[config.mk]
export PLATFORM = sky130hd
export DESIGN_NAME = tt_sel_driver_flat
export DESIGN_NICKNAME = d
export VERILOG_FILES = /design/src/rtl/tt_sel_driver_if.sv /design/src/rtl/tt_sel_driver.sv /design/src/flat_wrapper.sv
export SDC_FILE = /design/constraint.sdc
export NUM_CORES = 1
export LEC_CHECK = 0
export CAP_MARGIN = 5
export CORE_MARGIN = 2
export CORE_UTILIZATION = 55
export CTS_CLUSTER_SIZE = 14
export DETAILED_ROUTE_END_ITERATION = 8
export PLACE_DENSITY = 0.84
export SKIP_LAST_GASP = 1
export SLEW_MARGIN = 10
export SYNTH_ARGS = -nofsm -noshare
export SYNTH_HDL_FRONTEND = slang
export SYNTH_SLANG_ARGS = --single-unit
export TNS_END_PERCENT = 50
[constraint.sdc]
create_clock -name clk -period 6 [get_ports clk]
set_clock_uncertainty 0.2 [all_clocks]
set_input_delay 1.2 -clock clk [delete_from_list [all_inputs] [get_ports clk]]
set_output_delay 1.2 -clock clk [all_outputs]
set_load 0.05 [all_outputs]
[src/rtl/tt_sel_driver_if.sv]
// Request handshake between a selection client and tt_sel_driver.
interface tt_sel_driver_if #(
    parameter int unsigned ADDR_W = 10
);
    logic              req_valid;
    logic              req_ready;
    logic [ADDR_W-1:0] req_addr;
    logic              req_ena;

    modport master (output req_valid, output req_addr, output req_ena, input  req_ready);
    modport slave  (input  req_valid, input  req_addr, input  req_ena, output req_ready);
endinterface

[src/rtl/tt_sel_driver.sv]
// Drives the controller select protocol: selector reset, req_addr increment
// pulses of PULSE_W-cycle phases, then the design enable.
module tt_sel_driver #(
    parameter int unsigned ADDR_W  = 10,
    parameter int unsigned PULSE_W = 4
) (
    input  logic                  clk,
    input  logic                  rst_n,
    tt_sel_driver_if.slave        req,
    output logic                  ctrl_sel_rst_n,
    output logic                  ctrl_sel_inc,
    output logic                  ctrl_ena,
    output logic                  busy,
    output logic                  done
);
    localparam int unsigned TMR_W = $clog2(PULSE_W + 1);
    localparam logic [TMR_W-1:0] TMR_RLD = TMR_W'(PULSE_W - 1);

    localparam logic [2:0] IDLE   = 3'd0;
    localparam logic [2:0] RST_LO = 3'd1;
    localparam logic [2:0] RST_HI = 3'd2;
    localparam logic [2:0] INC_HI = 3'd3;
    localparam logic [2:0] INC_LO = 3'd4;
    localparam logic [2:0] FINISH = 3'd5;

    logic [2:0]        state, state_d;
    logic [TMR_W-1:0]  tmr, tmr_d;
    logic [ADDR_W-1:0] cnt, cnt_d;
    logic              ena_lat, ena_lat_d;
    logic              ctrl_ena_d;
    logic              phase_end;

    assign phase_end = (tmr == '0);

    // Next-state, phase timer and increment counter.
    always_comb begin
        state_d    = state;
        tmr_d      = tmr;
        cnt_d      = cnt;
        ena_lat_d  = ena_lat;
        ctrl_ena_d = ctrl_ena;

        case (state)
            IDLE: begin
                if (req.req_valid && req.req_ready) begin
                    state_d    = RST_LO;
                    cnt_d      = ADDR_W'(req.req_addr);
                    ena_lat_d  = req.req_ena;
                    ctrl_ena_d = 1'b0;
                end
            end
            RST_LO: if (phase_end) state_d = RST_HI;
            RST_HI: if (phase_end) state_d = (cnt != '0) ? INC_HI : FINISH;
            INC_HI: if (phase_end) state_d = INC_LO;
            INC_LO: begin
                if (phase_end) begin
                    cnt_d   = cnt - ADDR_W'(1);
                    // Compare pre-decrement value so addr = all-ones never wraps.
                    state_d = (cnt != ADDR_W'(1)) ? INC_HI : FINISH;
                end
            end
            FINISH:  state_d = IDLE;
            default: state_d = IDLE;
        endcase

        // Every state entry restarts the phase timer.
        if (state_d != state) begin
            tmr_d = TMR_RLD;
        end else if (tmr != '0) begin
            tmr_d = tmr - TMR_W'(1);
        end

        // FINISH lasts one cycle, so this fires only on its entry.
        if (state_d == FINISH) begin
            ctrl_ena_d = ena_lat;
        end
    end

    // State and all pad-facing outputs come straight from flops.
    always_ff @(posedge clk or negedge rst_n) begin
        if (!rst_n) begin
            state          <= IDLE;
            tmr            <= '0;
            cnt            <= '0;
            ena_lat        <= 1'b0;
            ctrl_sel_rst_n <= 1'b0;
            ctrl_sel_inc   <= 1'b0;
            ctrl_ena       <= 1'b0;
            done           <= 1'b0;
            busy           <= 1'b0;
            req.req_ready  <= 1'b0;
        end else begin
            state          <= state_d;
            tmr            <= tmr_d;
            cnt            <= cnt_d;
            ena_lat        <= ena_lat_d;
            ctrl_sel_rst_n <= (state_d != RST_LO);
            ctrl_sel_inc   <= (state_d == INC_HI);
            ctrl_ena       <= ctrl_ena_d;
            done           <= (state_d == FINISH);
            busy           <= (state_d != IDLE);
            req.req_ready  <= (state_d == IDLE);
        end
    end
endmodule

[src/flat_wrapper.sv]
// flat-port wrapper written by rule: the top's interface ports become plain ports
module tt_sel_driver_flat 
#(
    parameter int unsigned ADDR_W  = 10,
    parameter int unsigned PULSE_W = 4
)
  (clk, rst_n, ctrl_sel_rst_n, ctrl_sel_inc, ctrl_ena, busy, done, req_req_valid, req_req_addr, req_req_ena, req_req_ready);
  tt_sel_driver_if #(.ADDR_W(ADDR_W)) req_i ();
  input  logic clk;
  input  logic rst_n;
  output logic ctrl_sel_rst_n;
  output logic ctrl_sel_inc;
  output logic ctrl_ena;
  output logic busy;
  output logic done;
  input wire logic [$bits(req_i.req_valid)-1:0] req_req_valid;
  input wire logic [$bits(req_i.req_addr)-1:0] req_req_addr;
  input wire logic [$bits(req_i.req_ena)-1:0] req_req_ena;
  output wire logic [$bits(req_i.req_ready)-1:0] req_req_ready;
  assign req_i.req_valid = req_req_valid;
  assign req_i.req_addr = req_req_addr;
  assign req_i.req_ena = req_req_ena;
  assign req_req_ready = req_i.req_ready;
  tt_sel_driver #(.ADDR_W(ADDR_W), .PULSE_W(PULSE_W)) u_core (.clk(clk), .rst_n(rst_n), .req(req_i), .ctrl_sel_rst_n(ctrl_sel_rst_n), .ctrl_sel_inc(ctrl_sel_inc), .ctrl_ena(ctrl_ena), .busy(busy), .done(done));
endmodule
# After elaboration in Yosys (flattened, before gate mapping)
# Cells that the tools add are included.
[word_totals]
wordCells = 53
ff_bits = 23
output_inout_bits = 6
[classes]
addsub = 2
n_eq_ne = 11
reduce_logical = 14
n_mux = 16
[ops]
columns = ["op", "count"]
rows = [
  ["$mux 3", 9],
  ["$mux 10", 2],
  ["$pmux 10 s2", 1],
  ["$pmux 3 s5", 1],
  ["$ne 10x1->1 const B", 1],
  ["$reduce_bool 10->1", 1],
  ["$sub 10x1->10 const B", 1],
  ["$eq 3x2->1 const B", 3],
  ["$logic_not 3->1", 3],
  ["$reduce_bool 2->1", 4],
  ["$eq 3x3->1 const B", 2],
  ["$reduce_bool 3->1", 2],
  ["$ne 2x1->1 const B", 2],
  ["$reduce_and 2->1", 2],
  ["$eq 3x1->1 const B", 1],
  ["$mux 1", 3],
  ["$ne 3x1->1 const B", 1],
  ["$ne 3x3->1", 1],
  ["$reduce_and 3->1", 1],
  ["$sub 3x1->3 const B", 1],
  ["$logic_and 1x1->1", 1],
]

# Longest topological paths before layout
# Gate-level depths: netlist (run 1).
[logic_depth]
depth_word = 7
ltp_mapped = 9
ltp_nobuf = 7

# Worst setup path before layout (run 1)
# No wires, ideal clock.
[synth_path]
path_type = "input port to flip-flop"
from = "input port req_req_valid"
to = "register u_core.ctrl_ena"
required_time_ns = 5.675
t_arrival_ns = 2.053
path_buffers = 0
cell_stages = 5
setup_slack_ns = 3.621
cell_sequence = "nand2_1 > nor3_4 > o311ai_2 > nor2_2 > mux2_4"
[synth_via]
elab_chain_len = 6
word_cells_on_any_way = 8
cone_classes = "eq/ne (1); mux (3); reduce/logical (4)"
[synth_rtl]
columns = ["element", "line", "rtl"]
rows = [
  ["from (decl)", "flat_wrapper.sv:16", "input wire logic [$bits(req_i.req_valid)-1:0] req_req_valid;"],
  ["$logic_and 1x1->1 *", "tt_sel_driver.sv:45", "if (req.req_valid && req.req_ready) begin"],
  ["$mux 3", "tt_sel_driver.sv:45", ""],
  ["$pmux 3 s5", "tt_sel_driver.sv:43", "case (state)"],
  ["$eq 3x3->1", "tt_sel_driver.sv:74", "if (state_d == FINISH) begin"],
  ["$reduce_bool 2->1 (no source line)", "-", ""],
  ["$reduce_and 2->1 (no source line)", "-", ""],
  ["to (signal assigned)", "tt_sel_driver.sv:99", "ctrl_ena <= ctrl_ena_d;"],
  ["to (decl)", "tt_sel_driver.sv:12", "output logic ctrl_ena,"],
]
# Mark *: on every way between the ends. The rest lies on a longest branch, timed or not.
# A chain may end at the register's enable or synchronous reset.

# Worst setup path after layout (run 1)
[layout_path]
from = "register u_core.req.req_ready"
to = "output port req_req_ready"
[layout_lines]
columns = ["element", "line", "rtl"]
rows = [
  ["from (decl)", "tt_sel_driver_if.sv:11", "modport slave (input req_valid, input req_addr, input req_ena, output req_ready);"],
  ["from (signal assigned)", "tt_sel_driver.sv:102", "req.req_ready <= (state_d == IDLE);"],
  ["to (decl)", "flat_wrapper.sv:19", "output wire logic [$bits(req_i.req_ready)-1:0] req_req_ready;"],
]
# No word-level cell between the ends.

==> results of run 1 <==
[worst max path at each step]
stage	endpoint	startpoint	slack (ns)	cells past startpoint
floorplan	u_core.ctrl_ena	req_req_valid	3.62	5
global placement	u_core.cnt[5]	req_req_valid	2.93	6
detailed placement	u_core.cnt[3]	req_req_valid	2.86	6
CTS	req_req_ready	u_core.req.req_ready	3.08	1
global route	u_core.cnt[5]	req_req_valid	2.97	6
finish	req_req_ready	u_core.req.req_ready	3.09	1
[report_power, final]
group          internal, W  total [W]  switching, W
clock            0.0000260  0.0000730     0.0000470
combinational     0.000141   0.000350      0.000209
sequential        0.000226   0.000300     0.0000738
[routing by layer]
| layer | vias up | global-route usage (%) | wire length (µm) |
|---|---|---|---|
| met1 | 516 | 29.36 | 1186 |
| met4 | 0 | 9.829 | 50 |
| met2 | 31 | 34.79 | 1296 |
| li1 | 558 | - | - |
| met5 | - | 0 | 0 |
| met3 | 7 | 3.955 | 143 |
[kinds of logic (layout without fill, tap and decap cells)]
logic type,count (synthesis),count (layout),share of synthesized area (%)
compound gates,44,44,20.84
mux,4,4,3.520
simple gates,57,57,21.88
flops,23,23,43.77
buf+inv,13,30,4.567
fa+ha+maj,5,5,4.757
xor+xnor,1,1,0.6662
[synthesized netlist by cell type, drive strengths merged, types with 3 or more instances]
library cell | n | area share (%)
nor3b | 3 | 1.7
o21ai | 13 | 4.9
nand2 | 13 | 3.7
dfrtp | 23 | 44
buf | 3 | 1.6
inv | 7 | 2.0
nand3 | 7 | 2.7
clkbuf | 3 | 0.95
nor3 | 10 | 4.7
ha | 5 | 4.8
nor2 | 15 | 4.7
a21oi | 17 | 6.5
[flip-flops by register name, summed over array words and instances, names as in the netlist]
register	count
u_core.busy	1
u_core.done	1
u_core.state	3
u_core.ctrl_sel_inc	1
u_core.ctrl_ena	1
u_core.req.req_ready	1
u_core.cnt	10
u_core.tmr	3
u_core.ena_lat	1
u_core.ctrl_sel_rst_n	1
[final cells by class]
| cell class | count | area (µm²) | area share [%] |
|---|---|---|---|
| Tap cell | 28 | 35.03 | 2.286 |
| Inverter | 7 | 26.28 | 1.714 |
| Sequential cell | 23 | 575.6 | 37.55 |
| Multi-Input combinational cell | 111 | 679.4 | 44.33 |
| Timing Repair Buffer | 19 | 190.2 | 12.41 |
| Clock buffer | 4 | 26.28 | 1.714 |
[metrics by stage]
| stage | instances | area, µm² | power (W) | hold WS, ns |
|---|---|---|---|---|
| after detailed placement | 188 | 1506 | 0.0006508 | 0.3022 |
| final | 192 | 1533 | 0.0007227 | 0.3334 |
| after global placement | 188 | 1506 | 0.0006295 | 0.2853 |
| after CTS | 192 | 1533 | 0.0007225 | 0.3313 |
| after floorplan | 147 | 1315 | 0.0005594 | 0.2706 |
| after global routing | 192 | 1533 | 0.0007806 | 0.3521 |
==> impl_metrics.tcl, run 1 <==
set metrics [dict create \
    status "completed" \
    core_area_mm2 0.002233 \
    min_period_ns 2.914 \
    hold_depth 1 \
    hold_viol 0 \
    slew_headroom_pct 30.67 \
    cts.clk_slew.worst_paths_ns 0.13 \
    grt_pass1_wl_um 4443 \
    fp-row-count 17 \
    vias_per_cell 5.792 \
    cts_tree "done" \
    tns_ns 0 \
    drt-initial-drc-count 41 \
    path_buf_inv 1 \
    worst-r2r-cell-count 7 \
    post-route-util_pct 68.63 \
    p_leak_nw 0.6309 \
    cts.path.max_buffers 2 \
    async_flop_share_pct 100.0 \
    max-vdd-ir-drop_mv 0.3331 \
    slowest_stage "clkdlybuf4s50_1" \
    crit_chain "clkdlybuf4s50_1" \
    end_kind "output port" \
    maxSlewViolCount 0 \
    reg2reg_slack_ns 3.68 \
    setup_viol 0 \
    diodes 0 \
    cts_setup_buffers 0 \
    synth_ff_type "dfrtp_1" \
    hpwlAfterDp_um 1949 \
    synth_seq_area_share_pct 43.77 \
    cts_resized 0 \
    netlist_instances 147 \
    antenna_found_initial 0 \
    wl_per_cell_um 13.94 \
    syn_to_final_growth_pct 16.56 \
    drive_gt1_share_pct 6.098 \
    die-area_mm2 0.002798 \
    io_buffers 19 \
    cts_root_buffer "clkbuf_4" \
    start_util_pct 58.88 \
    critical_path_class "flop to output port" \
    synth-edff-count 0 \
    h-tree-depth 1 \
    grt.total_usage_pct 21.99 \
    holdBufCountCts 0 \
    die_x_um 52.90 \
    post-route-period-util_pct 48.57 \
    fillCellCount 180 \
    cpPeakStageDelay_ns 0.81 \
    worst_slack_ns 3.086 \
    hp-class "flop to flop" \
    ys_types 40 \
    drv_cap 0 \
    ioPinCount 20 \
    numCtsBuffers 3 \
    cts_sinks 23 \
    fin_nets 184 \
    tightest_slew_ns 1.037 \
    crit_fanout 3 \
    rsz0062_at_grt "no" \
    reg2reg_from "u_core.tmr[0]" \
    syn_avg_cell_area_um2 8.946 \
    r2r-end "u_core.cnt[6]" \
    ant_nets 0 \
    required_ns 4.60 \
    synth_area_mm2 0.001315 \
    grt_max_degree 24 \
    clk_latency_ns 0.32 \
    routed_wl_um 2677 \
    hold_start "u_core.cnt[9]" \
    drtPass1Iterations 4 \
    cp_top_family "buffers and inverters" \
    power_density_mw_per_mm2 471.5 \
    grt_pass1_vias 1036 \
    crit_arrival_ns 1.51 \
    final_cell_mix "dfrtp_1 (23), clkdlybuf4s50_1 (19), a21oi_1 (17), nand2_1 (13), nor2_1 (13)" \
    die_h_um 52.90 \
    layout_commonest_cell "dfrtp_1" \
    drc 0 \
    syn-num-nets 166 \
    ys_seq_elements 23 \
    num_vias 1112 \
    yosysWarnings 0 \
    globalplace.congestion 0.8011 \
    fmax_mhz 343.1 \
    min_to "u_core.cnt[9]" \
    critPathLaunchType "flop" \
    grt-ovfl-total 0 \
    pre_cts_slack_ns 2.859 \
]
(Power assumes the default switching activity.)
==> run 2, diff against run 1 <==
--- a/config.mk
+++ b/config.mk
@@ -7,10 +7,10 @@
 export LEC_CHECK = 0
 export CAP_MARGIN = 5
 export CORE_MARGIN = 2
-export CORE_UTILIZATION = 55
+export CORE_UTILIZATION = 53
 export CTS_CLUSTER_SIZE = 14
 export DETAILED_ROUTE_END_ITERATION = 8
-export PLACE_DENSITY = 0.84
+export PLACE_DENSITY = 0.82
 export SKIP_LAST_GASP = 1
 export SLEW_MARGIN = 10
 export SYNTH_ARGS = -nofsm -noshare
==> constraint.sdc (replaced) <==
create_clock -name clk -period 2.7 [get_ports clk]
set_clock_uncertainty 0.2 [all_clocks]
set_input_delay 0.54 -clock clk [delete_from_list [all_inputs] [get_ports clk]]
set_output_delay 0.54 -clock clk [all_outputs]
set_load 0.05 [all_outputs]
==> impl_metrics.tcl, run 2 (synthesis results as in run 1) <==
set metrics [dict create \
    post-route-period-util_pct 83.97 \
    syn_to_final_growth_pct 18.55 \
    die_x_um 53.81 \
    crit_fanout 3 \
    clk_latency_ns 0.32 \
    min_period_ns 2.267 \
    hpwlAfterDp_um 1907 \
    post-route-util_pct 64.69 \
    fin_cells 197 \
    globalplace.congestion 0.8021 \
    tightest_slew_ns 0.5299 \
    core_area_mm2 0.002410 \
    critical_path_class "flop to output port" \
    cpPeakStageDelay_ns 0.81 \
    p_leak_nw 0.6491 \
    power_density_mw_per_mm2 1036 \
    grt-ovfl-total 0 \
    wl_per_cell_um 13.26 \
    crit_chain "clkdlybuf4s50_1" \
    ant_nets 0 \
    crit_arrival_ns 1.53 \
    setup_viol 0 \
    slowest_stage "clkdlybuf4s50_1" \
    drc 0 \
    cts.path.max_buffers 2 \
    layout_commonest_cell "dfrtp_1" \
    num_vias 1128 \
    routed_wl_um 2612 \
    top_register "u_core.cnt" \
    placedCellCount 193 \
    whs_ns 0.3301 \
    fmax_mhz 441.1 \
    path_buf_inv 1 \
    rsz0062_at_grt "no" \
    fp-row-count 18 \
    grt_pass1_vias 1011 \
    hp-class "flop to flop" \
    cts_resized 0 \
    largest_reg_flops 10 \
    cts.clk_slew.worst_paths_ns 0.13 \
    diodes 0 \
    reg.largest.list "u_core.cnt (10), u_core.state (3), u_core.tmr (3)" \
    cp_top_family "buffers and inverters" \
    drt-initial-drc-count 24 \
    pre_cts_slack_ns 0.3942 \
    drtPass1Iterations 4 \
    io_buffers 19 \
    h-tree-depth 1 \
    maxSlewViolCount 0 \
    antenna_found_initial 0 \
    grt_max_degree 24 \
    grt_pass1_wl_um 4409 \
    status "completed" \
    final_cell_mix "dfrtp_1 (23), clkdlybuf4s50_1 (19), a21oi_1 (17), nand2_1 (13), nor2_1 (13)" \
    drv_cap 0 \
    cts_setup_buffers 0 \
    start_util_pct 54.57 \
    cts_tree "done" \
    die_h_um 53.81 \
    hold_viol 0 \
    cts_root_buffer "clkbuf_4" \
    drive_gt1_share_pct 8.383 \
    critPathLaunchType "flop" \
    grt.total_usage_pct 21.10 \
    required_ns 1.96 \
    ioPinCount 20 \
    tns_ns 0 \
    fillCellCount 200 \
    die-area_mm2 0.002896 \
    worst_slack_ns 0.4329 \
    holdBufCountCts 0 \
    max-vdd-ir-drop_mv 0.7058 \
    slew_headroom_pct 64.59 \
    vias_per_cell 5.726 \
    numCtsBuffers 3 \
    end_kind "output port" \
    fin_nets 187 \
    cts_sinks 23 \
]
run 2: cell types whose count changed in the layout (fill, tap and decap cells not counted):
cell | previous run | this run
buf_4 | 0 | 3
clkbuf_1 | 1 | 0
clkinv_2 | 0 | 1
run 2: area by class of cell:
| class | count | area, µm² | share of cell area, % |
|---|---|---|---|
| Multi-Input combinational cell | 111 | 679.4 | 43.58 |
| Sequential cell | 23 | 575.6 | 36.92 |
| Timing Repair Buffer | 22 | 212.7 | 13.64 |
| Tap cell | 30 | 37.54 | 2.408 |
| Inverter | 7 | 26.28 | 1.685 |
| Clock buffer | 3 | 22.52 | 1.445 |
| Clock inverter | 1 | 5.005 | 0.3210 |
run 2: layer usage:
metal | vias up | GRT usage [%] | part of all wire, %
met2 | 31 | 33.33 | 47
met1 | 533 | 28.95 | 47
met4 | 0 | 8.120 | 1.4
met3 | 5 | 3.333 | 4.6
met5 | - | 0 | 0
li1 | 559 | - | -
run 2: path summary, 6_finish.rpt:
kind / start / end / slack (ns) / cells past startpoint
worst min register to register: u_core.ena_lat / u_core.ctrl_ena / 0.33 / 1
min in group asynchronous: rst_n / u_core.done / 0.35 / 2
worst min-delay path: u_core.ena_lat / u_core.ctrl_ena / 0.33 / 1
max in group asynchronous: rst_n / u_core.cnt[1] / 1.72 / 2
worst max register to register: u_core.cnt[0] / u_core.cnt[8] / 0.44 / 7
worst max-delay path: u_core.req.req_ready / req_req_ready / 0.43 / 1
run 2: where the power goes:
group	total [W]	switching, W	internal (W)
Clock	0.000166	0.000110	0.0000555
Combinational	0.000792	0.000470	0.000322
Sequential	0.000657	0.000155	0.000502
run 2: metrics by stage:
| step | instance area [µm²] | total power [W] |
|---|---|---|
| 2_1_floorplan | 1315 | 0.001243 |
| 3_3_place_gp | 1531 | 0.001419 |
| 3_5_place_dp | 1531 | 0.001453 |
| 4_1_cts | 1559 | 0.001614 |
| 5_1_grt | 1559 | 0.001747 |
| 6_report | 1559 | 0.001614 |
==> run 3, diff against run 2 <==
==> constraint.sdc (replaced) <==
create_clock -name clk -period 2.15 [get_ports clk]
set_clock_uncertainty 0.2 [all_clocks]
set_input_delay 0.43 -clock clk [delete_from_list [all_inputs] [get_ports clk]]
set_output_delay 0.43 -clock clk [all_outputs]
set_load 0.05 [all_outputs]
==> impl_metrics.tcl, run 3 (synthesis results as in run 1) <==
set metrics [dict create \
    routed_wl_um 2881 \
    num_vias 1164 \
    slowest_stage "clkdlybuf4s50_1" \
    reg2reg_from "u_core.tmr[1]" \
    ant_nets 0 \
    top_register "u_core.cnt" \
    status "completed" \
    drc 0 \
    reg2reg_slack_ns 0.08 \
    io_buffers 19 \
    max-vdd-ir-drop_mv 1.097 \
    core_area_mm2 0.002410 \
    clk_latency_ns 0.31 \
    start_util_pct 54.57 \
    fin_nets 199 \
    cts_tree "done" \
    final_cell_mix "dfrtp_1 (23), clkdlybuf4s50_1 (18), a21oi_1 (17), buf_4 (16)" \
    crit_chain "clkdlybuf4s50_1" \
    min_period_ns 2.108 \
    ioPinCount 20 \
    cp_num_cells 1 \
    required_ns 1.52 \
    hp-class "primary input to async pin" \
    drtPass1Iterations 4 \
    fin_cells 209 \
    crit_arrival_ns 1.48 \
    antenna_found_initial 0 \
    die_h_um 53.81 \
    hold_viol 0 \
    setup_viol 0 \
    diodes 0 \
    globalplace.congestion 0.7967 \
    grt_pass1_wl_um 4754 \
    rsz0062_at_grt "yes" \
    grt_max_degree 24 \
    drt-initial-drc-count 39 \
    die-area_mm2 0.002896 \
    die_x_um 53.81 \
    h-tree-depth 1 \
    crit_start "u_core.ctrl_ena" \
    whs_ns 0.2500 \
    critical_path_class "flop to output port" \
    worst-r2r-cell-count 8 \
    cts_root_buffer "clkbuf_4" \
    critPathLaunchType "flop" \
    grt.total_usage_pct 22.67 \
    hpwlAfterDp_um 2167 \
    fmax_mhz 474.3 \
    numCtsBuffers 3 \
    cts.clk_slew.worst_paths_ns 0.13 \
    p_total_w 0.002171 \
    holdBufCountCts 0 \
    syn_to_final_growth_pct 25.98 \
    cp_top_family "buffers and inverters" \
    path_buf_inv 1 \
    cts_setup_buffers 0 \
    wl_per_cell_um 13.78 \
    fp-row-count 18 \
    layout_commonest_cell "dfrtp_1" \
    maxSlewViolCount 0 \
    tightest_slew_ns 0.4943 \
    cts_sinks 23 \
    largest_reg_flops 10 \
    power_density_mw_per_mm2 1311 \
    post-route-period-util_pct 98.06 \
    vias_per_cell 5.569 \
    cts.path.max_buffers 2 \
    cpPeakStageDelay_ns 0.80 \
    drive_gt1_share_pct 16.76 \
    crit_fanout 2 \
    end_kind "output port" \
    crit_end "ctrl_ena" \
    slew_headroom_pct 66.95 \
    drv_cap 0 \
    placedCellCount 205 \
    r2r-end "u_core.ctrl_ena" \
    grt_pass1_vias 1131 \
    reg.largest.list "u_core.cnt (10), u_core.state (3), u_core.tmr (3)" \
    p_leak_nw 0.7127 \
    grt-ovfl-total 0 \
]
run 3: layout make-up:
class                   count  area (µm²)
clock buffers               3       22.52
clock inverters             1       5.005
fillers                   176       753.2
inverters                   7       26.28
multi-input cells         111       689.4
flip-flops and latches     23       575.6
well taps                  30       37.54
repair buffers             34       300.3
run 3: worst min-delay path by stage:
stage	from	endpoint	slack, ns	cells past startpoint
6_report	rst_n	u_core.ctrl_sel_rst_n	0.25	2
5_1_grt	rst_n	u_core.state[0]	0.29	2
4_1_cts	rst_n	u_core.ctrl_sel_rst_n	0.26	2
3_5_place_dp	u_core.cnt[5]	u_core.cnt[5]	0.30	2
3_3_place_gp	u_core.ena_lat	u_core.ctrl_ena	0.29	1
2_1_floorplan	rst_n	u_core.busy	-0.07	0
run 3: what timing repair did:
item | 4_1_cts | 5_1_grt
resized for setup | 0 | 4
hold endpoints to repair | 0 | 0
setup endpoints to repair | 0 | 10
run 3: worst reg2reg max path, delay by kind of cell, from the launching register on:
| family | cells | cell delay [ns] |
|---|---|---|
| flip-flops | 1 | 0.37 |
| AND/OR/NAND/NOR | 2 | 0.33 |
| buffers and inverters | 2 | 0.22 |
| AO/OA/AOI/OAI | 2 | 0.33 |
| adder cells (fa/ha/maj) | 1 | 0.23 |
| multiplexers | 1 | 0.31 |
run 3: report_power, final:
part | total, W | internal, W | switching [W]
registers | 0.000786 | 0.000631 | 0.000156
logic | 0.00118 | 0.000499 | 0.000681
clock network | 0.000204 | 0.0000696 | 0.000134
total | 0.00217 | 0.00120 | 0.000971
run 3: per-stage QoR:
stage	instance area (µm²)	setup TNS, ns	utilization (%)	setup slack (ns)
3_3_place_gp	1619	0	67.19	0.08736
5_1_grt	1657	-0.04830	68.74	-0.03534
4_1_cts	1647	0	68.33	0.009835
2_1_floorplan	1315	0	-	0.1450
6_report	1657	0	68.74	0.04177
3_5_place_dp	1619	0	67.19	0.04603
run 3: routing by layer:
metal | track usage, % | up-vias | share of wire, %
met2 | 40.04 | 23 | 50
met4 | 8.120 | 0 | 0.49
met5 | 0 | - | 0
met3 | 3.056 | 2 | 3.6
met1 | 28.01 | 553 | 46
li1 | - | 586 | -
